[src/rtl/vga_timing_gen_if.sv]
//==============================================================================
// Module  : vga_timing_if
// Brief   : Raster timing bundle from the VGA timing generator to the pixel
//           stage and sync connector.
// Revision: 1.0 - initial release
//==============================================================================
`default_nettype none

interface vga_timing_if;
  logic       pix_tick;
  logic [9:0] x;
  logic [8:0] y;
  logic       active;
  logic       hsync;
  logic       vsync;
  logic       frame_start;

  modport master (
    output pix_tick, x, y, active, hsync, vsync, frame_start
  );

  modport slave (
    input pix_tick, x, y, active, hsync, vsync, frame_start
  );
endinterface

`default_nettype wire

[src/rtl/vga_timing_gen.sv]
//==============================================================================
// Module  : vga_timing_gen
// Brief   : 640x480@60 VGA raster timing generator. Divides the system clock
//           down to a pixel strobe, runs horizontal/vertical counters and
//           produces registered sync, active-video, coordinate and
//           frame-start outputs.
// Options : VGA_SYNC_DELAY_EN - delays hsync/vsync/active by one pixel period
//           to line up with a registered colour stage.
// Revision: 1.0 - initial release
//==============================================================================
`default_nettype none

module vga_timing_gen #(
  parameter int unsigned CLK_DIV  = 4,
  parameter int unsigned H_ACTIVE = 640,
  parameter int unsigned H_FP     = 16,
  parameter int unsigned H_SYNC   = 96,
  parameter int unsigned H_BP     = 48,
  parameter int unsigned V_ACTIVE = 480,
  parameter int unsigned V_FP     = 10,
  parameter int unsigned V_SYNC   = 2,
  parameter int unsigned V_BP     = 33,
  parameter bit          SYNC_POL = 1'b0
) (
  input  wire logic     clk,
  input  wire logic     rst_n,
  vga_timing_if.master  vga
);

  localparam int unsigned C_H_TOTAL = H_ACTIVE + H_FP + H_SYNC + H_BP;
  localparam int unsigned C_V_TOTAL = V_ACTIVE + V_FP + V_SYNC + V_BP;
  localparam int unsigned C_DIV_W   = (CLK_DIV > 1) ? $clog2(CLK_DIV) : 1;

  localparam logic [C_DIV_W-1:0] C_DIV_LAST = C_DIV_W'(CLK_DIV - 1);
  localparam logic [C_DIV_W-1:0] C_DIV_ONE  = C_DIV_W'(1);
  localparam logic [9:0] C_H_LAST   = 10'(C_H_TOTAL - 1);
  localparam logic [9:0] C_V_LAST   = 10'(C_V_TOTAL - 1);
  localparam logic [9:0] C_H_ACT    = 10'(H_ACTIVE);
  localparam logic [9:0] C_V_ACT    = 10'(V_ACTIVE);
  localparam logic [9:0] C_HS_FIRST = 10'(H_ACTIVE + H_FP);
  localparam logic [9:0] C_HS_LAST  = 10'(H_ACTIVE + H_FP + H_SYNC - 1);
  localparam logic [9:0] C_VS_FIRST = 10'(V_ACTIVE + V_FP);
  localparam logic [9:0] C_VS_LAST  = 10'(V_ACTIVE + V_FP + V_SYNC - 1);

  logic [C_DIV_W-1:0] r_div_cnt;
  logic [9:0]         r_h_cnt;
  logic [9:0]         r_v_cnt;

  logic               w_en;
  logic               w_h_wrap;
  logic [9:0]         w_h_next;
  logic [9:0]         w_v_next;
  logic               w_active_next;
  logic               w_hsync_next;
  logic               w_vsync_next;
  logic               w_frame_next;

  logic               r_pix_tick;
  logic               r_frame_start;
  logic               r_active;
  logic [9:0]         r_x;
  logic [8:0]         r_y;
  logic               r_hsync;
  logic               r_vsync;

  // Pixel enable: last count of the divider. With CLK_DIV=1 the divider
  // sits at zero, which equals its last value, so the enable is constant.
  assign w_en = (r_div_cnt == C_DIV_LAST);

  // Clock divider counting 0..CLK_DIV-1.
  always_ff @(posedge clk or negedge rst_n) begin
    if (!rst_n) begin
      r_div_cnt <= '0;
    end else if (w_en) begin
      r_div_cnt <= '0;
    end else begin
      r_div_cnt <= r_div_cnt + C_DIV_ONE;
    end
  end

  // Next raster position and the output values decoded from it.
  always_comb begin
    w_h_wrap = (r_h_cnt == C_H_LAST);
    w_h_next = w_h_wrap ? 10'd0 : r_h_cnt + 10'd1;
    w_v_next = r_v_cnt;
    if (w_h_wrap) begin
      w_v_next = (r_v_cnt == C_V_LAST) ? 10'd0 : r_v_cnt + 10'd1;
    end
    w_active_next = (w_h_next < C_H_ACT) && (w_v_next < C_V_ACT);
    w_hsync_next  = ((w_h_next >= C_HS_FIRST) && (w_h_next <= C_HS_LAST)) ? SYNC_POL : ~SYNC_POL;
    w_vsync_next  = ((w_v_next >= C_VS_FIRST) && (w_v_next <= C_VS_LAST)) ? SYNC_POL : ~SYNC_POL;
    w_frame_next  = (w_h_next == 10'd0) && (w_v_next == 10'd0);
  end

  // Raster counters advance once per pixel. They reset to the last position
  // so the first enable lands on (0,0).
  always_ff @(posedge clk or negedge rst_n) begin
    if (!rst_n) begin
      r_h_cnt <= C_H_LAST;
      r_v_cnt <= C_V_LAST;
    end else if (w_en) begin
      r_h_cnt <= w_h_next;
      r_v_cnt <= w_v_next;
    end
  end

  // Single-cycle strobes that follow each pixel enable.
  always_ff @(posedge clk or negedge rst_n) begin
    if (!rst_n) begin
      r_pix_tick    <= 1'b0;
      r_frame_start <= 1'b0;
    end else begin
      r_pix_tick    <= w_en;
      r_frame_start <= w_en && w_frame_next;
    end
  end

  // Position, blanking and sync outputs, held for the whole pixel period.
  always_ff @(posedge clk or negedge rst_n) begin
    if (!rst_n) begin
      r_active <= 1'b0;
      r_x      <= '0;
      r_y      <= '0;
      r_hsync  <= ~SYNC_POL;
      r_vsync  <= ~SYNC_POL;
    end else if (w_en) begin
      r_active <= w_active_next;
      r_x      <= w_active_next ? w_h_next : 10'd0;
      r_y      <= w_active_next ? w_v_next[8:0] : 9'd0;
      r_hsync  <= w_hsync_next;
      r_vsync  <= w_vsync_next;
    end
  end

  assign vga.pix_tick    = r_pix_tick;
  assign vga.frame_start = r_frame_start;
  assign vga.x           = r_x;
  assign vga.y           = r_y;

`ifdef VGA_SYNC_DELAY_EN
  logic r_active_d;
  logic r_hsync_d;
  logic r_vsync_d;

  // Extra pixel of delay on sync/blanking so they line up with registered RGB.
  always_ff @(posedge clk or negedge rst_n) begin
    if (!rst_n) begin
      r_active_d <= 1'b0;
      r_hsync_d  <= ~SYNC_POL;
      r_vsync_d  <= ~SYNC_POL;
    end else if (w_en) begin
      r_active_d <= r_active;
      r_hsync_d  <= r_hsync;
      r_vsync_d  <= r_vsync;
    end
  end

  assign vga.active = r_active_d;
  assign vga.hsync  = r_hsync_d;
  assign vga.vsync  = r_vsync_d;
`else
  assign vga.active = r_active;
  assign vga.hsync  = r_hsync;
  assign vga.vsync  = r_vsync;
`endif

endmodule

`default_nettype wire

[src/flat_wrapper.sv]
// flat-port wrapper written by rule: the top's interface ports become plain ports
module vga_timing_gen_flat 
#(
  parameter int unsigned CLK_DIV  = 4,
  parameter int unsigned H_ACTIVE = 640,
  parameter int unsigned H_FP     = 16,
  parameter int unsigned H_SYNC   = 96,
  parameter int unsigned H_BP     = 48,
  parameter int unsigned V_ACTIVE = 480,
  parameter int unsigned V_FP     = 10,
  parameter int unsigned V_SYNC   = 2,
  parameter int unsigned V_BP     = 33,
  parameter bit          SYNC_POL = 1'b0
)
  (clk, rst_n, vga_pix_tick, vga_x, vga_y, vga_active, vga_hsync, vga_vsync, vga_frame_start);
  vga_timing_if vga_i ();
  input  wire logic clk;
  input  wire logic rst_n;
  output wire logic [$bits(vga_i.pix_tick)-1:0] vga_pix_tick;
  output wire logic [$bits(vga_i.x)-1:0] vga_x;
  output wire logic [$bits(vga_i.y)-1:0] vga_y;
  output wire logic [$bits(vga_i.active)-1:0] vga_active;
  output wire logic [$bits(vga_i.hsync)-1:0] vga_hsync;
  output wire logic [$bits(vga_i.vsync)-1:0] vga_vsync;
  output wire logic [$bits(vga_i.frame_start)-1:0] vga_frame_start;
  assign vga_pix_tick = vga_i.pix_tick;
  assign vga_x = vga_i.x;
  assign vga_y = vga_i.y;
  assign vga_active = vga_i.active;
  assign vga_hsync = vga_i.hsync;
  assign vga_vsync = vga_i.vsync;
  assign vga_frame_start = vga_i.frame_start;
  vga_timing_gen #(.CLK_DIV(CLK_DIV), .H_ACTIVE(H_ACTIVE), .H_FP(H_FP), .H_SYNC(H_SYNC), .H_BP(H_BP), .V_ACTIVE(V_ACTIVE), .V_FP(V_FP), .V_SYNC(V_SYNC), .V_BP(V_BP), .SYNC_POL(SYNC_POL)) u_core (.clk(clk), .rst_n(rst_n), .vga(vga_i));
endmodule
[config.mk]
export PLATFORM = sky130hd
export DESIGN_NAME = vga_timing_gen_flat
export DESIGN_NICKNAME = d
export VERILOG_FILES = /design/src/rtl/vga_timing_gen_if.sv /design/src/rtl/vga_timing_gen.sv /design/src/flat_wrapper.sv
export SDC_FILE = /design/constraint.sdc
export NUM_CORES = 1
export LEC_CHECK = 0
export CORE_UTILIZATION = 40
export DETAILED_ROUTE_END_ITERATION = 8
export GPL_ROUTABILITY_DRIVEN = 1
export HOLD_SLACK_MARGIN = 0.1
export PLACE_DENSITY = 0.57
export SLEW_MARGIN = 30
export SYNTH_ARGS = -nofsm -noshare
export SYNTH_HDL_FRONTEND = slang
export SYNTH_SLANG_ARGS = --single-unit
[constraint.sdc]
create_clock -name clk -period 6.6 [get_ports clk]
set_clock_uncertainty 0.2 [all_clocks]
set_input_delay 1.32 -clock clk [delete_from_list [all_inputs] [get_ports clk]]
set_output_delay 1.32 -clock clk [all_outputs]
set_load 0.03 [all_outputs]
==> results of run 1 <==
[through the flow]
stage	total power [mW]	hold WS, ns
after detailed placement	0.2939	0.2156
after global placement	0.2938	0.2162
after CTS	0.4714	0.2275
after floorplan	0.2873	0.2031
after global routing	0.4826	0.2558
final	0.4641	0.2240
[layer usage]
layer | vias to the layer above | routed length (um) | global-route usage, %
met4 | 0 | 81 | 6.270
met5 | - | 0 | 0
li1 | 1092 | - | -
met2 | 74 | 2753 | 27.27
met3 | 8 | 405 | 4.326
met1 | 1103 | 3270 | 29.65
[layout by cell type (no fill, tap or decap), types with 2 or more instances in the layout]
cell             Yosys  layout
and4_1               2       2
nand3_1             13      13
xnor2_1             17      17
nand4b_1             2       2
nor3_1               9       9
dfrtp_1             34      34
a22oi_1              2       2
clkinvlp_4           0       2
a31oi_1              3       3
o32ai_1             14      14
o21ai_0             20      20
o211ai_1             2       2
nand4_1              7       7
inv_1               28      28
dfstp_2             12      12
nor2_1              20      20
or3_1                4       4
mux2_2               2       2
nor4_1               5       5
buf_4                2       4
ha_1                 6       6
o2111ai_1            3       3
a21oi_1              6       6
clkbuf_8             0       5
o41ai_1              6       6
and3_1               3       3
nand2_1             28      28
o31ai_1              3       3
xor2_1               4       4
clkdlybuf4s50_1      0      24
[layout make-up]
| cell class | count | area (sq um) | share of cell area [%] |
|---|---|---|---|
| clock buffer | 6 | 72.57 | 2.392 |
| clock inverter | 2 | 15.01 | 0.4948 |
| inverter | 28 | 105.1 | 3.464 |
| multi-input combinational | 201 | 1304 | 42.97 |
| sequential | 46 | 1166 | 38.43 |
| tap | 77 | 96.34 | 3.175 |
| timing repair buffer | 29 | 275.3 | 9.072 |
[cells by family after synthesis]
logic type               Yosys count  share of synthesized area (%)
flip-flops                        46                          43.19
multiplexers                       2                         0.8340
AO/OA/AOI/OAI                     70                          18.54
XOR/XNOR                          21                          6.812
AND/OR/NAND/NOR                  102                          19.32
buffers and inverters             55                          8.526
adder cells (fa/ha/maj)            6                          2.780
[power breakdown]
part,switching (mW),internal (mW),total [mW]
combinational,0.00548,0.000595,0.00608
sequential,0,0.282,0.282
clock,0.101,0.0748,0.176
total,0.107,0.357,0.464
[flip-flops by register name (all words and copies together) (netlist names)]
signal / cells
u_core.r_div_cnt: 2
u_core.r_h_cnt: 10
u_core.r_v_cnt: 10
u_core.vga.active: 1
u_core.vga.frame_start: 1
u_core.vga.hsync: 1
u_core.vga.pix_tick: 1
u_core.vga.vsync: 1
u_core.vga.x: 10
u_core.vga.y: 9
[how the worst max path moves through the flow]
stage	endpoint	slack [ns]	depth (start not counted)
6_report	u_core.vga.y[2]	2.93	7
5_1_grt	u_core.vga.x[7]	2.68	7
4_1_cts	u_core.vga.y[2]	2.96	7
3_5_place_dp	u_core.vga.y[2]	2.97	7
3_3_place_gp	u_core.vga.y[4]	3.09	7
2_1_floorplan	u_core.vga.vsync	3.57	9
==> impl_results.md, run 1 <==
- P_leak: 1.164 nW
- Buffers on Ports: 25
- Antenna violations before repair: 0
- RSZ-0062 raised after global routing: no
- Hold_sp: u_core.r_div_cnt[0]
- Crit path kind: register to register
- Max Slew Vio Count: 0
- DR iter-0 viols: 218
- Final clock period utilization by the worst path: 55.65%
- Status: finished with violations
- Area of the mapped netlist: 2700 sq um
- Crit path cell chain: ha_1, nand3_1, or4_1, nor3_2, o2111ai_1, nor2_2, o32ai_1
- Number of H-tree levels: 2
- Synth warn: 0
- DRC Markers: 2
- Share of the synthesized area in the top cell type: 31.51%
- Row count: 29
- Post-Syn Nets: 310
- Slowest stage delay, CP: 0.81 ns
- Post-CTS Resized: 0
- Synth area leader: dfrtp_1
- Unique masters post-synth: 51
- #FFs+latches synth: 46
- FF-to-FF setup slack: 2.93 ns
- Worst IR Drop VDD: 0.09128 mV
- Crit-path max FO: 19
- Synth Flop Type: dfrtp_1
- Gate Count Post-Synth: 302
- Min-delay worst type: register to register
- Layout cells sized above 1: 9.936%
- Critical path's top delay family: simple AND/OR/NAND/NOR gates
- Worst Path Buf+Inv: 0
- Die Width: 84.16 um
- Fmax: 272.3 MHz
- EDFF count, synth: 0
- Worst skew pair latency: 0.31 ns
- Synth top area cells: dfrtp_1 (32%), dfstp_2 (12%), xnor2_1 (5.5%), o32ai_1 (4.5%), inv_1 (3.9%)
- Num ports: 26
- Crit path required time: 6.57 ns
- Post-synth ARST share: 100.0%
- Pwr Density: 152.9 nW/um^2
- GP Congestion: 0.9147
- Max_cap viols: 0
- Slowest cell on the critical path: or4_1
- CTS sink count: 46
- Fill count: 603
- Setup crit start: u_core.r_h_cnt[1]
- Vias: 2,277
- Failing checks: DRC
- Placed Area: 2947 sq um
- Worst hold path cell count: 1
- Post-route ant nets: 0
- Final setup viols: 0
- Layout Cells excl Fill: 389
- Layout Nets: 319
- Reg2reg path depth: 7
- Number of global-route vias before repair: 2,070
- Reg2Reg Launch Point: u_core.r_h_cnt[1]
- Syn avg cell area: 8.941 sq um
- Grt ovf: 0
- Most frequent cell after synthesis: dfrtp_1
- Pre-CTS setup slack: 2.974 ns
- Total GRT Usage: 19.47%
- Root Driver: clkbuf_8
- Synth top cells by count: dfrtp_1 (34), inv_1 (28), nand2_1 (28), nor2_1 (20), o21ai_0 (20)
- Reg2reg end: u_core.vga.y[2]
- Drt via density: 5.853
- CTS tree: yes
- Total wire length: 6510 um
- Inserted Clock Buffers: 5
- Final hold viol count: 0
- Worst rel slew slack: 46.56%
- Setup TNS Final: 0 ns
- WHS Endpoint: u_core.r_div_cnt[0]
- Pin count of the biggest net entering global routing: 52
- Slew @ Worst Pin: 0.8007 ns
- Die area: 7083 sq um
- Syn-to-layout area delta: 12.37%
- Worst setup EP type: register
- Hold_buf cts: 0
- WL/cell: 16.74 um
- Tmin final: 3.673 ns
- Longest Clk Path Bufs: 2
- N_diodes: 0
- DR pass1 iterations: 9
- CP Launch Type: register
- Fin util: 47.24%
- Setup bufs post-CTS: 0
- Critical Path AT: 3.65 ns
- Core box area: 6422 sq um
- Detailed Place HPWL: 4336 um
- Placed Cells: 381
- Setup ws final: 2.927 ns
- First-pass GRT wire length: 10,790 um
- Register area share after synthesis: 43.19%
- Reg clk slew, reported paths: 0.10 ns
- Height of the die: 84.16 um
- Post-route cell area: 3034 sq um
- Initial core utilization: 42.04%
(Power assumes the default switching activity.)
==> run 2: changes to the inputs <==
clock period = 3.8 ns   (was 6.6 ns; I/O delays follow)
==> run 2 against run 1 <==
Effect of this change:
- design area rose by 2.8%
- non-clock buffer count is 4 higher
- largest power group unchanged
- die area stayed put
- clock power rose to 2.6 times the previous value
- sequential power is 74% higher
- core utilization rose by 1.3 points
- the run still ends with DRC left
- hold slack improved by 0.0060 ns
- first-iteration DRC count up 3.2%
- highest routed layer unchanged
- maximum frequency rose by 8.2%
- critical endpoint is now u_core.vga.vsync
- critical path depth did not move
- critical path type unchanged
==> impl_results.md, run 2 (synthesis results as in run 1) <==
- Pwr Density: 304.4 nW/um^2
- Post-route ant nets: 0
- CTS sink count: 46
- Inserted Clock Buffers: 5
- Sequential Power Share: 51.6%
- Sw frac: 18.78%
- Die Width: 84.16 um
- Number of H-tree levels: 2
- Antenna violations before repair: 0
- Worst skew pair latency: 0.30 ns
- Worst setup EP type: register
- Combinational share of power: 1.1%
- Reg clk slew, reported paths: 0.09 ns
- Layout Nets: 323
- Critical Path AT: 3.43 ns
- Net Sw Power: 0.1783 mW
- Slew @ Worst Pin: 0.6845 ns
- Total power: 0.9496 mW
- DR iter-0 viols: 225
- Drt via density: 5.794
- Hold_buf cts: 0
- Status: finished with violations
- Tmin final: 3.395 ns
- WL/cell: 16.60 um
- CTS tree: yes
- Initial core utilization: 42.04%
- Clock share of power: 47.3%
- Max Slew Vio Count: 0
- Syn-to-layout area delta: 15.52%
- First-pass GRT wire length: 10,920 um
- Pint: 0.7713 mW
- DRC Markers: 2
- Worst IR Drop VDD: 0.1652 mV
- DR pass1 iterations: 7
- P_leak: 1.220 nW
- Vias: 2,277
- Post-CTS Resized: 0
- Most common cell after layout, fill and taps aside: dfrtp_1
- Crit-path max FO: 14
- Buffers on Ports: 25
- CP Launch Type: register
- Root Driver: clkbuf_8
- Total GRT Usage: 19.63%
- Min-delay worst type: register to register
- Worst hold path cell count: 1
- GP Congestion: 0.8783
- Fmax: 294.6 MHz
- Multi-input logic area: 1304 sq um
- Layout cells sized above 1: 11.39%
- Max_cap viols: 0
- Final hold viol count: 0
- Die area: 7083 sq um
- Reg2reg path depth: 7
- Height of the die: 84.16 um
- Detailed Place HPWL: 4571 um
- Setup bufs post-CTS: 0
- Row count: 29
- Longest Clk Path Bufs: 2
- Num ports: 26
- Fill count: 588
- Setup TNS Final: 0 ns
- RSZ-0062 raised after global routing: no
- Failing checks: DRC
- N_diodes: 0
- Crit path required time: 3.83 ns
- Grt ovf: 0
- Core box area: 6422 sq um
- Crit path kind: register to register
- Worst rel slew slack: 54.36%
- Total wire length: 6525 um
- Commonest cells after routing, fill and taps aside: dfrtp_1 (34), inv_1 (28), nand2_1 (28)
- Register area: 1166 sq um
- Final clock period utilization by the worst path: 89.34%
- Final setup viols: 0
- Pin count of the biggest net entering global routing: 39
- Number of global-route vias before repair: 2,114
-- run 2: cell count changes in the layout (fill, tap and decap cells not counted) --
cell	before	now
buf_4	4	8
bufinv_16	0	2
clkbuf_1	1	0
clkbuf_8	5	6
clkinvlp_4	2	0
-- run 2: final cells by class --
| type | count | share of cell area [%] |
|---|---|---|
| repair buffers | 33 | 9.787 |
| clock buffers | 6 | 2.647 |
| well taps | 77 | 3.089 |
| inverters | 28 | 3.369 |
| clock inverters | 2 | 1.925 |
| multi-input cells | 201 | 41.80 |
| flip-flops and latches | 46 | 37.38 |
-- run 2: worst paths after layout --
kind	startpoint	to	slack, ns
setup reg to reg	u_core.r_h_cnt[1]	u_core.vga.vsync	0.41
min in group asynchronous	rst_n	u_core.r_div_cnt[0]	0.29
hold / removal	u_core.r_div_cnt[0]	u_core.r_div_cnt[0]	0.23
hold reg to reg	u_core.r_div_cnt[0]	u_core.r_div_cnt[0]	0.23
max in group asynchronous	rst_n	u_core.r_h_cnt[9]	2.36
setup / recovery	u_core.r_h_cnt[1]	u_core.vga.vsync	0.41
-- run 2: critical path: stages (launching register included) --
cell	delay, ns
dfstp_2	0.60
ha_1	0.36
nand3_1	0.24
or4_1	0.81
or4_4	0.60
o21ai_2	0.10
nand4_1	0.12
o32a_1	0.30
-- run 2: stage by stage --
stage | util [%] | hold WS (ns) | cells | area, sq um | setup slack, ns
after floorplan | - | 0.2031 | 302 | 2700 | 0.7653
after global placement | 46.35 | 0.2209 | 385 | 2977 | 0.5342
after detailed placement | 46.35 | 0.2161 | 385 | 2977 | 0.4528
after CTS | 48.57 | 0.2378 | 393 | 3119 | 0.4263
after global routing | 48.57 | 0.2464 | 393 | 3119 | 0.2377
final | 48.57 | 0.2299 | 393 | 3119 | 0.4052
-- run 2: layer usage --
layer	vias up	GRT usage [%]	wire length, um
li1	1109	-	-
met1	1077	30.97	3430
met2	76	25.71	2581
met3	15	3.638	353
met4	0	8.464	160
met5	-	0	0
-- run 2: power groups by stage --
stage / registers [mW] / logic, mW / clock network, mW
floorplan: 0.499 / 0.000000501 / 0
global placement: 0.499 / 0.0118 / 0
detailed placement: 0.499 / 0.0114 / 0
CTS: 0.490 / 0.0115 / 0.462
global route: 0.490 / 0.0130 / 0.481
finish: 0.490 / 0.0104 / 0.449
==> run 3: changes to the inputs <==
CAP_MARGIN = 20   (was unset)
==> results of run 3 <==
Same layout as run 2: the final DEF is identical, and so are final timing and power.
